## src/rtl/fft8_pkg.sv

```systemverilog
// Shared constants, complex-word type and bit-reversal helper for the FFT8 output streamer.
package fft8_pkg;
  localparam int DW         = 32;
  localparam int NPT        = 8;
  localparam int LOG2N      = 3;
  localparam int FP_EXP_MSB = 30;
  localparam int FP_EXP_LSB = 23;
  localparam logic [7:0] FP_EXP_MAX = 8'hFF;

  typedef struct packed {
    logic [DW-1:0] re;
    logic [DW-1:0] im;
  } cplx_t;

  function automatic logic [2:0] bitrev3(input logic [2:0] k);
    return {k[0], k[1], k[2]};
  endfunction
endpackage

```

## src/rtl/fft8_output_streamer_if.sv

```systemverilog
// Frame-in / bin-out handshake bundle of the FFT8 output streamer.
interface fft8_output_streamer_if;
  import fft8_pkg::*;

  logic                 in_valid;
  logic                 in_ready;
  logic [NPT*DW-1:0]    in_real;
  logic [NPT*DW-1:0]    in_imag;
  logic                 out_valid;
  logic                 out_ready;
  logic [DW-1:0]        out_real;
  logic [DW-1:0]        out_imag;
  logic [LOG2N-1:0]     out_index;
  logic                 out_last;

  modport master (
    output in_valid, in_real, in_imag, out_ready,
    input  in_ready, out_valid, out_real, out_imag, out_index, out_last
  );

  modport slave (
    input  in_valid, in_real, in_imag, out_ready,
    output in_ready, out_valid, out_real, out_imag, out_index, out_last
  );
endinterface

```

## src/rtl/fft8_fp_scale.sv

```systemverilog
// Divides one IEEE-754 single by NPT via exponent subtraction; inf/NaN pass, underflow flushes to signed zero.
module fft8_fp_scale
  import fft8_pkg::*;
(
  input  logic [DW-1:0] din,
  output logic [DW-1:0] dout
);
  logic [7:0] exp_in;

  assign exp_in = din[FP_EXP_MSB:FP_EXP_LSB];

  always_comb begin
    dout = din;
    if (exp_in == FP_EXP_MAX) begin
      dout = din;
    end else if (exp_in <= 8'(LOG2N)) begin
      dout = {din[DW-1], {(DW-1){1'b0}}};
    end else begin
      dout[FP_EXP_MSB:FP_EXP_LSB] = exp_in - 8'(LOG2N);
    end
  end
endmodule

```

## src/rtl/fft8_output_streamer.sv

```systemverilog
// Ping-pong buffered bit-reversed-to-natural reorder and serialiser for 8-point FFT frames.
// Optional 1/NPT output scaling is enabled by defining FFT8_SCALE_EN.
module fft8_output_streamer
  import fft8_pkg::*;
(
  input  logic                   clk,
  input  logic                   rst,
  fft8_output_streamer_if.slave  bus
);
  cplx_t            bank_q [2][NPT];
  cplx_t            bank_d [2][NPT];
  logic [1:0]       full_q, full_d;
  logic             wr_bank_q, wr_bank_d;
  logic             rd_bank_q, rd_bank_d;
  logic [LOG2N-1:0] cnt_q, cnt_d;

  logic             accept;
  logic             beat;
  logic             last_bin;
  cplx_t            rd_word;
  logic [DW-1:0]    re_out;
  logic [DW-1:0]    im_out;

  // Handshake flags depend on registered state only, so in_ready never sees out_ready.
  assign bus.in_ready  = !rst && !full_q[wr_bank_q];
  assign bus.out_valid = !rst && full_q[rd_bank_q];
  assign accept        = bus.in_valid && bus.in_ready;
  assign beat          = bus.out_valid && bus.out_ready;
  assign last_bin      = (cnt_q == LOG2N'(NPT - 1));

  always_comb begin
    full_d    = full_q;
    wr_bank_d = wr_bank_q;
    rd_bank_d = rd_bank_q;
    cnt_d     = cnt_q;
    if (accept) begin
      full_d[wr_bank_q] = 1'b1;
      wr_bank_d         = ~wr_bank_q;
    end
    // An accepting bank is always empty and a draining bank is always full, so both may fire together.
    if (beat) begin
      cnt_d = cnt_q + LOG2N'(1);
      if (last_bin) begin
        full_d[rd_bank_q] = 1'b0;
        rd_bank_d         = ~rd_bank_q;
      end
    end
  end

  always_comb begin
    bank_d = bank_q;
    if (accept) begin
      for (int k = 0; k < NPT; k++) begin
        bank_d[wr_bank_q][k].re = bus.in_real[k*DW +: DW];
        bank_d[wr_bank_q][k].im = bus.in_imag[k*DW +: DW];
      end
    end
  end

  always_ff @(posedge clk) begin
    if (rst) begin
      full_q    <= '0;
      wr_bank_q <= 1'b0;
      rd_bank_q <= 1'b0;
      cnt_q     <= '0;
    end else begin
      full_q    <= full_d;
      wr_bank_q <= wr_bank_d;
      rd_bank_q <= rd_bank_d;
      cnt_q     <= cnt_d;
    end
  end

  always_ff @(posedge clk) begin
    bank_q <= bank_d;
  end

  // Slot k of a stored frame holds bin bitrev(k), so natural bin cnt lives at slot bitrev(cnt).
  assign rd_word = bank_q[rd_bank_q][bitrev3(cnt_q)];

`ifdef FFT8_SCALE_EN
  fft8_fp_scale u_scale_re (
    .din  (rd_word.re),
    .dout (re_out)
  );

  fft8_fp_scale u_scale_im (
    .din  (rd_word.im),
    .dout (im_out)
  );
`else
  assign re_out = rd_word.re;
  assign im_out = rd_word.im;
`endif

  always_comb begin
    bus.out_real  = '0;
    bus.out_imag  = '0;
    bus.out_index = '0;
    bus.out_last  = 1'b0;
    if (bus.out_valid) begin
      bus.out_real  = re_out;
      bus.out_imag  = im_out;
      bus.out_index = cnt_q;
      bus.out_last  = last_bin;
    end
  end
endmodule
```

## src/flat_wrapper.sv

```systemverilog
// flat-port wrapper written by rule: the top's interface ports become plain ports
module fft8_output_streamer_flat import fft8_pkg::*;
  (clk, rst, bus_in_valid, bus_in_real, bus_in_imag, bus_out_ready, bus_in_ready, bus_out_valid, bus_out_real, bus_out_imag, bus_out_index, bus_out_last);
  fft8_output_streamer_if bus_i ();
  input  logic clk;
  input  logic rst;
  input wire logic [$bits(bus_i.in_valid)-1:0] bus_in_valid;
  input wire logic [$bits(bus_i.in_real)-1:0] bus_in_real;
  input wire logic [$bits(bus_i.in_imag)-1:0] bus_in_imag;
  input wire logic [$bits(bus_i.out_ready)-1:0] bus_out_ready;
  output wire logic [$bits(bus_i.in_ready)-1:0] bus_in_ready;
  output wire logic [$bits(bus_i.out_valid)-1:0] bus_out_valid;
  output wire logic [$bits(bus_i.out_real)-1:0] bus_out_real;
  output wire logic [$bits(bus_i.out_imag)-1:0] bus_out_imag;
  output wire logic [$bits(bus_i.out_index)-1:0] bus_out_index;
  output wire logic [$bits(bus_i.out_last)-1:0] bus_out_last;
  assign bus_i.in_valid = bus_in_valid;
  assign bus_i.in_real = bus_in_real;
  assign bus_i.in_imag = bus_in_imag;
  assign bus_i.out_ready = bus_out_ready;
  assign bus_in_ready = bus_i.in_ready;
  assign bus_out_valid = bus_i.out_valid;
  assign bus_out_real = bus_i.out_real;
  assign bus_out_imag = bus_i.out_imag;
  assign bus_out_index = bus_i.out_index;
  assign bus_out_last = bus_i.out_last;
  fft8_output_streamer u_core (.clk(clk), .rst(rst), .bus(bus_i));
endmodule
```

## config.mk

```make
export PLATFORM = sky130hd
export DESIGN_NAME = fft8_output_streamer_flat
export DESIGN_NICKNAME = d
export VERILOG_FILES = /design/src/rtl/fft8_pkg.sv /design/src/rtl/fft8_output_streamer_if.sv /design/src/rtl/fft8_fp_scale.sv /design/src/rtl/fft8_output_streamer.sv /design/src/flat_wrapper.sv
export SDC_FILE = /design/constraint.sdc
export NUM_CORES = 1
export LEC_CHECK = 0
export ABC_AREA = 1
export CAP_MARGIN = 20
export CORE_MARGIN = 2
export CORE_UTILIZATION = 34
export CTS_BUF_LIST = sky130_fd_sc_hd__clkbuf_8
export DETAILED_ROUTE_END_ITERATION = 12
export PLACE_DENSITY = 0.64
export SYNTH_ARGS = -nofsm -noshare
export SYNTH_HDL_FRONTEND = slang
export SYNTH_SLANG_ARGS = --single-unit
```

## constraint.sdc

```tcl
create_clock -name clk -period 29.8 [get_ports clk]
set_clock_uncertainty 0.1 [all_clocks]
set_input_delay 4.47 -clock clk [delete_from_list [all_inputs] [get_ports clk]]
set_output_delay 4.47 -clock clk [all_outputs]
set_load 0.02 [all_outputs]
```

==> summary.md, run 1 <==
| Metric | Value |
|---|---|
| Status | complete, no violations |
| H-tree depth | 4 |
| Initial antenna violation count | 59 |
| GPL Wtd Cong | 0.8485 |
| Die Area | 132000 um^2 |
| LEAKAGE | 22.32 nW |
| CP arrival | 6.76 ns |
| Syn avg cell area | 10.49 um^2 |
| CP Class | input port to primary output |
| Layout cells sized above 1 | 5.542% |
| EDFF count, synth | 1024 |
| Fmax | 0.08826 GHz |
| Max-Cap Viols | 0 |
| Most used DFF post-synth | edfxtp_1 |
| Share of the synthesized area in the top cell type | 70.05% |
| Most frequent cell after synthesis | nand2_1 |
| First-pass GRT wire length | 193.3 mm |
| Slew Limit Fails | 0 |
| Num rows | 131 |
| Hold WC Path Type | flop to flop |
| Kind of start point of the critical path | input port |
| RSZ-0062 raised after global routing | no |
| Library cells used by synthesis | 15 |
| Worst-path fanout max | 70 |
| Final Util | 42.58% |
| Setup TNS | 0 ns |
| Vias/cell | 4.749 |
| Postcts setup bufs | 0 |
| GRT overflow | 0 |
| Placeable Area | 127800 um^2 |
| Cell area after placement | 51120 um^2 |
| Hold Fails Final Rpt | 0 |
| Seq/Total Area, Yosys | 70.36% |
| Hold_buf cts | 0 |
| Hold depth | 2 |
| Vias in the first global route | 29390 |
| Area delta synth->final | 24.01% |
| WL/cell | 20.62 um |
| Initial cell density of the core | 34.34% |
| Synth area leader | edfxtp_1 |
| Place WS | 18.45 ns |
| Cell Area, Synth | 43900 um^2 |
| Overall Global Routing Usage | 20.07% |
| Pre-antenna DRT Iters | 5 |
| Synthesized Nets | 4702 |
| DRC viols | 0 |
| Synthesized netlist cell count | 4184 |
| Ranking of synthesized cells by area | edfxtp_1, nand2_1, nand3_1, inv_1, buf_2 |
| Crit share post-route | 38.02% |
| Wirelength, routed | 135.7 mm |
| Vias post-DR | 31268 |
| FFs w/ async S/R, synth | 0% |
| Final setup violation count | 0 |
| Worst Slack Setup Final | 18.47 ns |
| Io pins | 586 |
| Flops & latches, synth | 1031 |
| Worst-Margin Slew | 1.158 ns |
| Commonest cells in the netlist | nand2_1, edfxtp_1, nand3_1 |
| Sink Count | 1031 |
| Post-CTS Resized | 0 |
| Synth Warn # | 0 |
| Nets@finish | 5274 |
| Clock Latency Late Sink | 0.90 ns |
| DIE HEIGHT | 363.3 um |
| CTS clk-pin slew, worst paths | 0.06 ns |
| CP endpoint kind | primary output |
| Worst-case vdd ir drop | 40.99 uV |
| DRT antenna net count | 0 |
| Cell area after layout | 54440 um^2 |
| Largest net degree at the start of global routing | 183 |
| Worst-case reg-to-reg path depth | 9 |
| P per Cell Area | 56.72 nW/um^2 |
| DIE WIDTH | 363.3 um |
| Drt first-iter violations | 2998 |
| Root buffer cell | clkbuf_8 |
| Port bufs | 585 |
| Min Tclk post-route | 11.33 ns |
| Inserted Clock Buffers | 175 |
| Final HPWL DP | 85.49 mm |
| CTS max path bufs | 3 |
| CTS tree | done |
| Rel. slew slack | 22.79% |
| CP Data Required Time | 25.23 ns |
metrics by stage:
step / hold slack [ns] / cells / power [mW]
floorplan: 0.3785 / 4184 / 1.814
global placement: 0.4020 / 6241 / 1.917
detailed placement: 0.3957 / 6241 / 1.922
CTS: 0.4041 / 6552 / 3.123
global route: 0.4533 / 6577 / 3.210
finish: 0.4102 / 6584 / 3.088
routing by layer:
metal / track usage (%) / part of all wire, % / routed length [um] / vias up
met1: 26.68 / 43 / 57930 / 14943
met3: 6.345 / 8.8 / 11920 / 246
met4: 8.055 / 2.7 / 3655 / 40
met2: 30.41 / 46 / 61970 / 1182
met5: 0 / 0.19 / 264 / -
li1: - / - / - / 14857
final timing paths:
kind,end,slack [ns],start
setup / recovery,bus_out_real[1],18.47,rst
hold / removal,u_core.full_q[0]$_SDFF_PP0_,0.41,u_core.full_q[0]$_SDFF_PP0_
setup reg to reg,u_core.bank_q[878]$_DFFE_PP_,24.54,u_core.wr_bank_q$_SDFFE_PP0N_
hold reg to reg,u_core.full_q[0]$_SDFF_PP0_,0.41,u_core.full_q[0]$_SDFF_PP0_
cell type report:
| cell class | count | area [um^2] |
|---|---|---|
| clock inverters | 132 | 775.7 |
| repair buffers | 622 | 6196 |
| diodes | 32 | 80.08 |
| flip-flops and latches | 1031 | 30910 |
| inverters | 588 | 2237 |
| multi-input cells | 2338 | 9703 |
| well taps | 1662 | 2079 |
| clock buffers | 179 | 2464 |
| fillers | 11968 | 73410 |
cells by family after synthesis:
family | count (synthesis) | share of synthesized area, %
simple gates | 2262 | 21.17
compound gates | 74 | 0.8436
fa+ha+maj | 2 | 0.05699
buf+inv | 815 | 7.567
flops | 1031 | 70.36
cell usage in the layout, fill, tap and decap left out, drive strengths merged:
cell	n
bufinv	5
nand3	641
a21oi	69
clkbuf	179
dfxtp	7
nand2	1578
edfxtp	1024
clkdlybuf4s50	585
clkinv	68
diode	32
inv	644
nor2	43
ha	2
clkinvlp	3
o21ai	5
buf	37
sequential cells by signal, summed over array words and instances, names as in the netlist:
signal            flops
u_core.bank_q      1024
u_core.cnt_q          3
u_core.full_q         2
u_core.rd_bank_q      1
u_core.wr_bank_q      1
worst max-delay path, stage by stage:
cell and delay (ns):
clkdlybuf4s50_1 0.42, inv_1 0.19, nand2_4 0.58, a21oi_1 0.42
clkdlybuf4s50_1 0.66
where the power goes:
part	switching [mW]	total, mW	internal [mW]	leakage [nW]
sequential	0.0116	1.67	1.65	9.42
clock	0.590	1.20	0.606	1.85
combinational	0.131	0.226	0.0955	11.1
(Power assumes the default switching activity.)
==> run 2, diff against run 1 <==
--- a/config.mk
+++ b/config.mk
@@ -11,7 +11,7 @@
 export CORE_UTILIZATION = 34
 export CTS_BUF_LIST = sky130_fd_sc_hd__clkbuf_8
 export DETAILED_ROUTE_END_ITERATION = 12
-export PLACE_DENSITY = 0.64
+export PLACE_DENSITY = 0.66
 export SYNTH_ARGS = -nofsm -noshare
 export SYNTH_HDL_FRONTEND = slang
 export SYNTH_SLANG_ARGS = --single-unit
==> constraint.sdc (replaced) <==
create_clock -name clk -period 9.5 [get_ports clk]
set_clock_uncertainty 0.1 [all_clocks]
set_input_delay 1.425 -clock clk [delete_from_list [all_inputs] [get_ports clk]]
set_output_delay 1.425 -clock clk [all_outputs]
set_load 0.02 [all_outputs]
==> run 2 against run 1 <==
Net effect: clock power increased to 3.1 times the previous value; core utilization increased by 0.10 points; sequential share of layout area decreased by 0.14 points; register-to-register slack got worse by 19 ns; count of clock-buffer cells in the layout increased by 2; flip-flop and latch count unchanged; design area increased by 0.24%; non-clock buffer count decreased by 6; critical path type is now flop to primary output; largest cell class unchanged; largest power group unchanged.
==> summary.md, run 2 (synthesized netlist as in run 1, its figures left out) <==
| Metric | Value |
|---|---|
| Drt first-iter violations | 3232 |
| CP Data Required Time | 7.98 ns |
| Num rows | 131 |
| Final setup violation count | 0 |
| Crit share post-route | 68.65% |
| Worst-case vdd ir drop | 138.6 uV |
| Largest net degree at the start of global routing | 165 |
| CP Class | flop to primary output |
| DIE WIDTH | 363.3 um |
| Final HPWL DP | 84.95 mm |
| GRT overflow | 0 |
| Worst-Margin Slew | 1.186 ns |
| Hold_ws | 0.4131 ns |
| Initial cell density of the core | 34.34% |
| Setup TNS | 0 ns |
| Largest register by flop count | u_core.bank_q |
| CTS tree | done |
| Kind of start point of the critical path | flop |
| Area delta synth->final | 24.31% |
| H-tree depth | 4 |
| Min Tclk post-route | 6.522 ns |
| Sink Count | 1031 |
| Worst-path fanout max | 59 |
| Final Util | 42.68% |
| Commonest non-fill, non-tap cell in the layout | nand2_1 |
| Vias in the first global route | 29264 |
| Hold WC Path Type | flop to flop |
| Nets@finish | 5271 |
| Inserted Clock Buffers | 178 |
| P per Cell Area | 177.1 nW/um^2 |
| Root buffer cell | clkbuf_8 |
| Largest register FFs | 1024 |
| Hold Fails Final Rpt | 0 |
| Hold_buf cts | 0 |
| CP arrival | 5.00 ns |
| Layout cells sized above 1 | 5.355% |
| Initial antenna violation count | 78 |
| GPL Wtd Cong | 0.8582 |
| Slew Limit Fails | 0 |
| Placeable Area | 127800 um^2 |
| Worst Slack Setup Final | 2.978 ns |
| Status | complete, no violations |
| Max-Cap Viols | 0 |
| Place WS | 3.812 ns |
| Die Area | 132000 um^2 |
| DIE HEIGHT | 363.3 um |
| First-pass GRT wire length | 192.8 mm |
| Pre-antenna DRT Iters | 5 |
| Vias/cell | 4.765 |
| CTS clk-pin slew, worst paths | 0.06 ns |
| # placed instances | 6235 |
| DRT antenna net count | 0 |
| Io pins | 586 |
| Post-CTS Resized | 0 |
| Vias post-DR | 31465 |
| Rel. slew slack | 20.95% |
| CP endpoint kind | primary output |
| Largest regs | u_core.bank_q: 1024 flops, u_core.cnt_q: 3 flops, u_core.full_q: 2 flops |
| Overall Global Routing Usage | 19.99% |
| Commonest cells after routing, fill and taps aside | nand2_1, edfxtp_1, inv_1, nand3_1, clkdlybuf4s50_1 |
| RSZ-0062 raised after global routing | no |
| CTS max path bufs | 3 |
| Fmax | 0.1533 GHz |
| DRC viols | 0 |
| Postcts setup bufs | 0 |
| LEAKAGE | 22.33 nW |
| Final std cells w/o fill | 6603 |
| WL/cell | 20.61 um |
| Clock Latency Late Sink | 0.90 ns |
| Wirelength, routed | 136.1 mm |
| Port bufs | 585 |
run 2: cell count changes in the layout (fill, tap and decap cells not counted), sizes merged:
cell | before | now
bufinv | 5 | 2
buf | 37 | 31
inv | 644 | 652
clkinvlp | 3 | 6
clkinv | 68 | 67
clkbuf | 179 | 181
diode | 32 | 48
run 2: power by group:
part	switching [mW]	total (mW)	internal, mW
clock	1.88	3.73	1.84
combinational	0.410	0.713	0.303
sequential	0.0361	5.22	5.19
run 2: critical path, cell delays in order (launching register included):
cell and delay [ns]:
dfxtp_4 0.38, buf_4 0.63, buf_4 0.76, buf_4 0.61, nand3_1 0.15, nand3_1 0.11
nand3_1 0.28, a21oi_1 0.32, clkdlybuf4s50_1 0.67
run 2: stage by stage:
step / total power [mW] / area (um^2)
floorplan: 5.644 / 43950
global placement: 6.013 / 51210
detailed placement: 6.028 / 51210
CTS: 9.767 / 54450
global route: 10.02 / 54560
finish: 9.663 / 54570
run 2: area by class of cell:
type | instances | area [um^2]
clock buffers | 181 | 2491
multi-input cells | 2338 | 9724
clock inverters | 139 | 749.5
fillers | 12043 | 73280
flip-flops and latches | 1031 | 30910
inverters | 588 | 2250
well taps | 1662 | 2079
repair buffers | 616 | 6251
diodes | 48 | 120.1
run 2: final timing paths:
path,startpoint,endpoint,slack (ns),cells after the start
worst min register to register,u_core.full_q[1]$_SDFF_PP0_,u_core.full_q[1]$_SDFF_PP0_,0.41,2
worst max register to register,u_core.wr_bank_q$_SDFFE_PP0N_,u_core.bank_q[898]$_DFFE_PP_,5.47,7
worst min-delay path,u_core.full_q[1]$_SDFF_PP0_,u_core.full_q[1]$_SDFF_PP0_,0.41,2
worst max-delay path,u_core.cnt_q[2]$_SDFFE_PP0P_,bus_out_real[21],2.98,8
run 2: metal layers:
layer  part of all wire, %  wire length [um]  GRT usage [%]
met5                  0.19               258              0
met4                   3.2              4399          9.544
met1                    43             58910          27.89
met2                    44             60480          28.76
met3                   8.8             12020          5.402
